**src/rtl/song_pkg.sv**
```systemverilog
// Shared definitions for the song sequencer: FSM encoding, ROM entry layout,
// end-of-song marker and the note bit positions on the note-enable line.
package song_pkg;

  typedef enum logic [2:0] {
    ST_IDLE,
    ST_FETCH,
    ST_DECODE,
    ST_PLAY,
    ST_GAP,
    ST_DONE
  } state_t;

  localparam int ENTRY_W   = 16;
  localparam int NOTES_LSB = 0;
  localparam int NOTES_W   = 8;
  localparam int DUR_LSB   = 8;
  localparam int DUR_W     = 8;

  localparam logic [DUR_W-1:0] END_OF_SONG = '0;

  localparam int NOTE_C  = 0;
  localparam int NOTE_D  = 1;
  localparam int NOTE_E  = 2;
  localparam int NOTE_F  = 3;
  localparam int NOTE_G  = 4;
  localparam int NOTE_A  = 5;
  localparam int NOTE_B  = 6;
  localparam int NOTE_C2 = 7;

  function automatic logic [DUR_W-1:0] entry_dur(input logic [ENTRY_W-1:0] entry);
    return entry[DUR_LSB +: DUR_W];
  endfunction

  function automatic logic [NOTES_W-1:0] entry_notes(input logic [ENTRY_W-1:0] entry);
    return entry[NOTES_LSB +: NOTES_W];
  endfunction

endpackage

```
**src/rtl/song_rom.sv**
```systemverilog
// Song ROM with one-cycle synchronous read. INIT is the flattened song image
// (entry i at bits [16*i +: 16]) produced from the song's init file by the build.
module song_rom
  import song_pkg::*;
#(
  parameter int                             ADDR_W = 6,
  parameter logic [(ENTRY_W << ADDR_W)-1:0] INIT   = '0
) (
  input  logic               clk,
  input  logic [ADDR_W-1:0]  addr,
  output logic [ENTRY_W-1:0] data
);

  localparam int DEPTH = 1 << ADDR_W;

  logic [ENTRY_W-1:0] mem [DEPTH];

  for (genvar i = 0; i < DEPTH; i++) begin : g_word
    assign mem[i] = INIT[ENTRY_W*i +: ENTRY_W];
  end

  always_ff @(posedge clk) begin
    data <= mem[addr];
  end

endmodule

```
**src/rtl/song_sequencer.sv**
```systemverilog
// Plays a song from ROM as a timed sequence of note-enable bytes, with an
// optional silent gap after each note and optional looping at end-of-song.
//
// state  | meaning
// IDLE   | waiting for start, line silent
// FETCH  | ROM address (note_idx) registered, data arrives next cycle
// DECODE | ROM entry valid: load note and duration, or handle end-of-song
// PLAY   | line holds the note for dur ticks
// GAP    | line silent for GAP_TICKS ticks
// DONE   | one-cycle done pulse, then back to IDLE
module song_sequencer
  import song_pkg::*;
#(
  parameter int                             TICK_DIV  = 25000,
  parameter int                             GAP_TICKS = 1,
  parameter int                             ADDR_W    = 6,
  parameter logic [(ENTRY_W << ADDR_W)-1:0] ROM_INIT  = '0
) (
  input  logic              clk,
  input  logic              rst,
  input  logic              start,
  input  logic              stop,
  input  logic              loop_en,
  output logic [7:0]        line,
  output logic              busy,
  output logic              done,
  output logic [ADDR_W-1:0] note_idx
);

  localparam int                PRE_W    = $clog2(TICK_DIV);
  localparam logic [PRE_W-1:0]  PRE_LAST = PRE_W'(TICK_DIV - 1);
  // Gap length shares the duration counter, so GAP_TICKS is limited to 0..255.
  localparam logic [DUR_W-1:0]  GAP_LOAD = DUR_W'(GAP_TICKS);
  localparam logic [ADDR_W-1:0] IDX_LAST = '1;

  state_t             state, state_nx;
  logic [7:0]         line_nx;
  logic [ADDR_W-1:0]  idx_nx;
  logic [DUR_W-1:0]   cnt, cnt_nx;
  logic [PRE_W-1:0]   presc, presc_nx;
  logic [ENTRY_W-1:0] rom_data;
  logic [DUR_W-1:0]   cur_dur;
  logic [NOTES_W-1:0] cur_notes;
  logic               timing, tick, advance, song_end;

  song_rom #(
    .ADDR_W (ADDR_W),
    .INIT   (ROM_INIT)
  ) u_rom (
    .clk  (clk),
    .addr (note_idx),
    .data (rom_data)
  );

  assign cur_dur   = entry_dur(rom_data);
  assign cur_notes = entry_notes(rom_data);
  assign timing    = (state == ST_PLAY) || (state == ST_GAP);
  assign tick      = timing && (presc == PRE_LAST);

  always_comb begin
    state_nx = state;
    line_nx  = line;
    idx_nx   = note_idx;
    cnt_nx   = cnt;
    presc_nx = (timing && !tick) ? presc + 1'b1 : '0;
    advance  = 1'b0;
    song_end = 1'b0;

    case (state)
      ST_IDLE: begin
        if (start) begin
          state_nx = ST_FETCH;
          idx_nx   = '0;
        end
      end
      ST_FETCH: state_nx = ST_DECODE;
      ST_DECODE: begin
        if (cur_dur == END_OF_SONG) begin
          song_end = 1'b1;
        end else begin
          state_nx = ST_PLAY;
          line_nx  = cur_notes;
          cnt_nx   = cur_dur;
          presc_nx = '0;
        end
      end
      ST_PLAY: begin
        if (tick) begin
          if (cnt == DUR_W'(1)) begin
            line_nx = '0;
            if (GAP_TICKS == 0) begin
              advance = 1'b1;
            end else begin
              state_nx = ST_GAP;
              cnt_nx   = GAP_LOAD;
            end
          end else begin
            cnt_nx = cnt - 1'b1;
          end
        end
      end
      ST_GAP: begin
        if (tick) begin
          if (cnt == DUR_W'(1)) advance = 1'b1;
          else                  cnt_nx  = cnt - 1'b1;
        end
      end
      ST_DONE: state_nx = ST_IDLE;
      default: state_nx = ST_IDLE;
    endcase

    // Running off the last ROM address ends the song rather than wrapping.
    if (advance) begin
      if (note_idx == IDX_LAST) begin
        song_end = 1'b1;
      end else begin
        state_nx = ST_FETCH;
        idx_nx   = note_idx + 1'b1;
      end
    end

    if (song_end) begin
      if (loop_en) begin
        state_nx = ST_FETCH;
        idx_nx   = '0;
      end else begin
        state_nx = ST_DONE;
        line_nx  = '0;
      end
    end

    if (stop) begin
      state_nx = ST_IDLE;
      line_nx  = '0;
      idx_nx   = note_idx;
      cnt_nx   = '0;
      presc_nx = '0;
    end
  end

  always_ff @(posedge clk) begin
    if (rst) begin
      state    <= ST_IDLE;
      line     <= '0;
      note_idx <= '0;
      cnt      <= '0;
      presc    <= '0;
    end else begin
      state    <= state_nx;
      line     <= line_nx;
      note_idx <= idx_nx;
      cnt      <= cnt_nx;
      presc    <= presc_nx;
    end
  end

  assign busy = (state != ST_IDLE);
  assign done = (state == ST_DONE);

endmodule

```
**config.mk**
```make
export PLATFORM = sky130hd
export DESIGN_NAME = song_sequencer
export DESIGN_NICKNAME = d
export VERILOG_FILES = /design/src/rtl/song_pkg.sv /design/src/rtl/song_rom.sv /design/src/rtl/song_sequencer.sv
export SDC_FILE = /design/constraint.sdc
export NUM_CORES = 1
export LEC_CHECK = 0
export BUFFER_PORTS_ARGS = -buffer_cell sky130_fd_sc_hd__buf_4
export CORE_MARGIN = 4
export CORE_UTILIZATION = 53
export DETAILED_ROUTE_END_ITERATION = 16
export PLACE_DENSITY = 0.74
export RECOVER_POWER = 25
export SYNTH_ARGS = -nofsm -noshare
export SYNTH_HDL_FRONTEND = slang
export SYNTH_HIERARCHICAL = 1
export SYNTH_SLANG_ARGS = --single-unit
export TNS_END_PERCENT = 1
```
**constraint.sdc**
```tcl
create_clock -name clk -period 1.85 [get_ports clk]
set_clock_uncertainty 0.05 [all_clocks]
set_input_delay 0.0925 -clock clk [delete_from_list [all_inputs] [get_ports clk]]
set_output_delay 0.0925 -clock clk [all_outputs]
set_load 0.01 [all_outputs]
```
Word level (Yosys, flattened, before mapping)
Memory sizes are Yosys's and may differ from the RTL's. A register that Yosys moved wholly into a read port is not among the register bits.
Index checks and enable logic that the tools add are counted.
{"block": "op_classes", "add_sub_neg": 3, "multipliers": 0, "n_div": 0, "magnitude_cmp": 0, "eq_ne": 12, "n_shift": 0, "muxes": 37, "n_bitwise": 1, "n_reduce_logical": 10}
{"op": "two-way mux 8 bit", "n": 10}
{"op": "two-way mux 15 bit", "n": 3}
{"op": "two-way mux 6 bit", "n": 6}
{"op": "two-way mux 3 bit", "n": 8}
{"op": "one-hot mux 8 bit (3 select lines)", "n": 1}
{"op": "one-hot mux 8 bit (2 select lines)", "n": 1}
{"op": "adder 15 x 1 -> 15 bit (second input constant)", "n": 1}
{"op": "== test 15 bit (second input constant)", "n": 1}
{"op": "one-hot mux 3 bit (5 select lines)", "n": 1}
{"op": "== test 8 x 1 -> 1 bit (second input constant)", "n": 1}
{"op": "logical NOT 8 bit", "n": 1}
{"op": "inequality test 2 bit (second input constant)", "n": 4}
{"op": "subtractor 8 x 1 -> 8 bit (second input constant)", "n": 1}
{"op": "two-way mux 1 bit", "n": 7}
{"op": "NOT 6 -> 7 bit", "n": 1}
{"op": "adder 6 x 1 -> 6 bit (second input constant)", "n": 1}
{"op": "== test 3 x 2 -> 1 bit (second input constant)", "n": 2}
{"op": "== test 3 bit (second input constant)", "n": 2}
{"op": "== test 6 bit (second input constant)", "n": 1}
{"op": "nonzero test 3 bit", "n": 2}
{"op": "AND reduction 5 bit", "n": 1}
{"op": "== test 3 x 1 -> 1 bit (second input constant)", "n": 1}
{"op": "logical NOT 3 bit", "n": 1}
{"op": "logical AND 1 bit", "n": 2}
{"op": "3 further kinds", "n": 3}
{"block": "totals", "regBits": 40, "latchBits": 0, "mem_bits_rw": 0, "romBits": 1024, "output_inout_bits": 16, "wordCells": 69, "memories": 1}
{"memory": "(name not given)", "depth": 64, "word_bits": 16, "rd": 1, "rd_clocked_by_memory_dff": 1, "wr": 0, "line_no": "song_rom.sv:23", "text": "data <= mem[addr];"}

Logic depth before layout (Yosys ltp)
{"block": "depth", "depth_word": 8, "ltp_mapped": 8}

Cells and area by module
The synthesis kept the hierarchy.
{"module": "song_sequencer", "instances": 1, "cells_per_inst": 274, "area_per_inst_um2": 2243.4, "seq_area_each_um2": 800.8}
{"module": "song_rom", "instances": 1, "cells_per_inst": 17, "area_per_inst_um2": 123.9, "seq_area_each_um2": 0.0}

Worst setup path after synthesis
OpenSTA, ideal clock, no wires.
{"block": "synth_timing", "path_type": "register to register", "startpoint": "register presc[0]", "endpoint": "register presc[10]", "setup_time_ns": 0.064, "arrival_ns": 1.760, "required_time_ns": 1.736, "slack_ns": -0.024, "stages_incl_launch_ff": 8, "cell_sequence": "dfxtp_1 -> ha_1 -> and4_1 -> and4_1 -> or3_1 -> clkbuf_1 -> buf_2 -> nor2_1"}
{"block": "synth_via", "elab_chain_cells": 7, "word_cells_on_any_way": 8, "classes_between": "1 x add/sub; 1 x eq/ne; 3 x mux; 3 x reduce/logical"}
{"element": "from (decl)", "line_no": "song_sequencer.sv:40", "text": "logic [PRE_W-1:0] presc, presc_nx;"}
{"element": "from (signal assigned)", "line_no": "song_sequencer.sv:153", "text": "presc <= presc_nx;"}
{"element": "branches (longest 4 deep; another with adder 15 x 1 -> 15 bit)"}
{"element": "two-way mux 15 bit (*)", "line_no": "song_sequencer.sv:65", "text": "presc_nx = (timing && !tick) ? presc + 1'b1 : '0;"}
{"element": "two-way mux 15 bit", "line_no": "song_sequencer.sv:78", "text": "if (cur_dur == END_OF_SONG) begin"}
{"element": "two-way mux 15 bit (*)", "line_no": "song_sequencer.sv:69", "text": "case (state)"}
Every way passes the cells marked *.
A chain may end at the register's enable or synchronous reset.

Final worst setup path
{"block": "layout_timing", "startpoint": "register cnt[1]", "endpoint": "register cnt[5]"}
{"block": "layout_via", "elab_chain_cells": 4, "word_cells_on_any_way": 9, "classes_between": "1 x add/sub; 2 x eq/ne; 5 x mux; 1 x reduce/logical"}
{"element": "from (decl)", "line_no": "song_sequencer.sv:39", "text": "logic [DUR_W-1:0] cnt, cnt_nx;"}
{"element": "from (signal assigned)", "line_no": "song_sequencer.sv:152", "text": "cnt <= cnt_nx;"}
{"element": "subtractor 8 x 1 -> 8 bit or == test 8 x 1 -> 1 bit (tied branches)"}
{"element": "two-way mux 8 bit, on equally long branches", "line_no": "song_sequencer.sv:104, song_sequencer.sv:89"}
{"element": "two-way mux 8 bit, on equally long branches", "line_no": "song_sequencer.sv:103, song_sequencer.sv:88"}
{"element": "one-hot mux 8 bit (3 select lines)", "line_no": "song_sequencer.sv:69"}
Parallel ways exist; a longest one is shown, timed or not. The select of a mux whose other input is x is not followed.

==> flow_results.org <==
** Yosys
- Top cells by count, synth :: 40 x sky130_fd_sc_hd__dfxtp_1, 26 x sky130_fd_sc_hd__nor2_1, 19 x sky130_fd_sc_hd__a21oi_1, 19 x sky130_fd_sc_hd__o21ai_0
- Async set or reset register ratio after synthesis :: 0
- A synthesized cell averages just over 8 µm².
- Share of synthesized area occupied by flip-flops and latches :: 0.338
- Share of the synthesized area in the top cell type :: 0.338
- Synthesis instantiated 58 different standard cells from the library.
- The mapped netlist covers approximately 2400 µm².
- sky130_fd_sc_hd__dfxtp_1 takes more of the synthesized area than any other cell.
- Seq cells post-synth :: 40
- YS warnings :: 6
- Instance count of the mapped netlist :: 291
- In the synthesized netlist the dominant register cell turns out to be sky130_fd_sc_hd__dfxtp_1.
- Yosys mapped a number of flops with a built-in enable equal to 0.
- In the post-synthesis netlist, the cell with the most instances is sky130_fd_sc_hd__dfxtp_1.
- Area contributors post-synth :: sky130_fd_sc_hd__dfxtp_1 34%, sky130_fd_sc_hd__buf_4 5.4%, sky130_fd_sc_hd__nor2_1 4.1%, sky130_fd_sc_hd__a21oi_1 4.0%, sky130_fd_sc_hd__o21ai_0 4.0%

** Status
- Failing checks :: negative setup slack
- Run status :: complete, but fails checks

** STA
- For the pin with the worst max-slew slack, the measured transition is 0.915 ns.
- The hold violation total from the final report came to 0.
- After layout, the worst setup slack is -0.106 ns.
- F_max :: 0.511 GHz
- Final setup vio count :: 11
- The final number of max-transition violations is 0.
- RSZ-0062 raised after global routing :: true
- Worst slew margin :: 0.386
- After layout, the minimum clock period comes to ~2.0 ns.
- Dividing the final minimum period by the clock period gives 1.06.

** Job
- Number of maximum-capacitance violations :: 0

** Global route
- Initial antenna violation count :: 0
- The via count of the first global-routing pass was about 2,100.
- Entering global routing, the biggest net connects 20 pins.
- First-pass GRT wire length :: 9400 µm
- After global routing the overflow that remains totals 0.
- Global-route usage over all layers :: 0.219

** Clock tree
- The tree built by TritonCTS fans out to 40 sinks.
- In this run the deepest clock path goes through 2 buffers.
- Counting the buffers created by CTS gives 5.
- The H-tree was split into 2 levels.
- CTS placed an instance of sky130_fd_sc_hd__clkbuf_8 at the clock tree root.
- For the worst-skew pair, the clock arrives at the later sink with an insertion delay of approximately 0.30 ns.
- TritonCTS built the clock tree.
- Clock transition at path regs :: 0.08 ns

** Pwr
- The share of total power dissipated in the clock network is 0.367.
- Net switching power of the design :: about 0.39 mW
- Share of power burned in combinational logic :: 0.081
- Summed over all cells, the static leakage comes to ~1.1 nW.
- Peak ir drop on the vdd network :: roughly 0.44 mV
- Design internal power :: between 1 and 1.5 mW
- PwrDens :: roughly 520 nW/µm²
- Total power for the finished layout comes to roughly 1.6 mW.
- Of the total power, the share spent switching nets is 0.249.
- The share of total power dissipated in sequential elements is 0.553.

** Cells and area
- At the end of the flow, the number of nets in the layout was between 300 and 400.
- Fin area :: about 3000 µm²
- Registers take around 810 µm².
- The multi-input combinational cells in the finished layout cover a total of about 1500 µm².
- Number of antenna diodes :: 0
- Final core utilization :: 0.699
- Synthesis-to-layout area growth :: 27.7%
- Number of filler instances in the final layout :: around 370
- Of the cells placed in the final design, the portion with a size suffix greater than 1 is 0.290.

** Route
- Average detailed-routed wire length per instance :: 14.5 µm
- The pre-antenna-repair detailed-routing pass consisted of 4 iterations.
- Detailed-route wire length :: just under 6000 µm
- Count of antenna-violating nets left after detailed routing :: 0
- In this run, the number of DRC markers left after iteration 0 of detailed routing was approximately 190.
- Vias per Instance :: between 5 and 6
- Total number of vias :: between 2,000 and 2,500
- Residual DRC count :: 0

** Die
- The floorplan has 24 rows.
- Die width :: 74.8 µm
- Die height :: roughly 75 µm
- Number of ports placed on the die boundary :: 21
- Core ar. :: approximately 4300 µm²
- Area of the die :: around 5600 µm²
- Initial cell density of the core :: 0.547

** Placed design
- Instance area at placement :: roughly 2800 µm²
- DP Wirelength :: between 4000 and 5000 µm
- Final weighted congestion in routability-driven placement :: between 0.8 and 0.9
- Count of buffers inserted at the top-level ports :: 20
- At the placement stage, the worst setup path has a slack of -0.114 ns.

** Critical path
- Together, buffers and inverters on the worst path number 1.
- The critical path is of the reg2reg type.
- Kind of start point of the critical path :: register
- CP peak stage delay :: 0.49 ns
- Data on the critical path is required at its endpoint by around 2.0 ns.
- Among all stages on the critical path, the largest delay is contributed by sky130_fd_sc_hd__or4b_4.
- Top Family by Delay on Critical Path :: simple AND/OR/NAND/NOR gates
- The signal on the critical path passes through inv_2 > ha_4 > or4b_4 > o21ai_4 > a21oi_4 > or2_4 > a32o_1.
- Crit path max fanout :: 5
- Endpoint class of the critical path :: register
- Signal arrival time at the worst endpoint :: between 2 and 2.5 ns

** Worst hold path
- In this run the worst hold path is classified as in2reg.
-- metal layers --
layer,track usage,wire (µm),vias to the layer above
met2,0.344,2850,63
li1,-,-,1155
met1,0.285,2580,1056
met3,0.0414,284,12
met4,0.111,136,0
met5,0,0,-
-- worst paths after layout --
kind	cells after the start	slack, ns	startpoint	to
hold reg to reg	2	0.42	line[3]$_SDFF_PP0_	line[3]$_SDFF_PP0_
setup reg to reg	7	-0.11	cnt[1]$_SDFFE_PP0P_	cnt[5]$_SDFFE_PP0P_
hold / removal	3	0.12	loop_en	note_idx[2]$_SDFFE_PP0N_
setup / recovery	7	-0.11	cnt[1]$_SDFFE_PP0P_	cnt[5]$_SDFFE_PP0P_
-- power groups by stage --
stage	combinational, mW	sequential [mW]	clock [mW]
after global routing	0.139	0.872	0.625
final	0.127	0.871	0.578
after CTS	0.118	0.870	0.600
after detailed placement	0.108	0.890	0
after floorplan	0.0944	0.889	0
after global placement	0.107	0.890	0
-- layout make-up --
cell class | instances | area share
clock buffers | 5 | 0.0228
clock inverters | 3 | 0.00621
inverters | 13 | 0.0161
multi-input cells | 225 | 0.511
flip-flops and latches | 40 | 0.267
well taps | 52 | 0.0215
repair buffers | 66 | 0.156
-- cells in the final DEF, fill, tap and decap left out, types with 5 or more instances in the layout --
cell type	n
sky130_fd_sc_hd__clkbuf_1	8
sky130_fd_sc_hd__conb_1	16
sky130_fd_sc_hd__o21ai_0	18
sky130_fd_sc_hd__or3_1	9
sky130_fd_sc_hd__nand2_1	17
sky130_fd_sc_hd__nor2_1	24
sky130_fd_sc_hd__a21oi_1	18
sky130_fd_sc_hd__inv_1	12
sky130_fd_sc_hd__xor2_1	5
sky130_fd_sc_hd__xnor2_1	9
sky130_fd_sc_hd__buf_4	56
sky130_fd_sc_hd__dfxtp_1	36
sky130_fd_sc_hd__nor3_1	13
sky130_fd_sc_hd__nand4_1	5
sky130_fd_sc_hd__clkbuf_8	5
sky130_fd_sc_hd__nand3_1	13
sky130_fd_sc_hd__a2bb2oi_1	5
-- flip-flops by register name (all words and copies together) (netlist names) --
signal / cells
cnt: 8
line: 8
note_idx: 6
presc: 15
state: 3
-- tightest hold or removal path, stage by stage --
cell and delay, ns:
sky130_fd_sc_hd__buf_4 0.12, sky130_fd_sc_hd__o22ai_1 0.08, sky130_fd_sc_hd__o2bb2ai_1 0.12
-- cells by family after synthesis --
group                    after synthesis  share of synthesized area
AND/OR/NAND/NOR                      116                      0.279
AO/OA/AOI/OAI                         74                      0.206
buffers and inverters                 41                     0.0978
flip-flops                            40                      0.338
XOR/XNOR                              14                     0.0518
adder cells (fa/ha/maj)                4                     0.0211
other                                  1                    0.00158
multiplexers                           1                    0.00476
-- per-stage QoR --
step | cells | setup TNS, ns | hold slack [ns]
after floorplan | 306 | -0.0222 | 0.130
final | 404 | -0.460 | 0.122
after CTS | 403 | -0.196 | 0.107
after global placement | 394 | -0.299 | 0.255
after global routing | 404 | -1.89 | 0.125
after detailed placement | 394 | -1.54 | 0.257
-- timing repair --
item                       CTS  global route
gates resized for setup     18            16
pin swaps                    3             4
hold buffers                 1             0
hold endpoints to repair     1             0
setup endpoints to repair   36            25
buffers inserted             0             1
No activity file was read; power rests on OpenSTA's default activity.
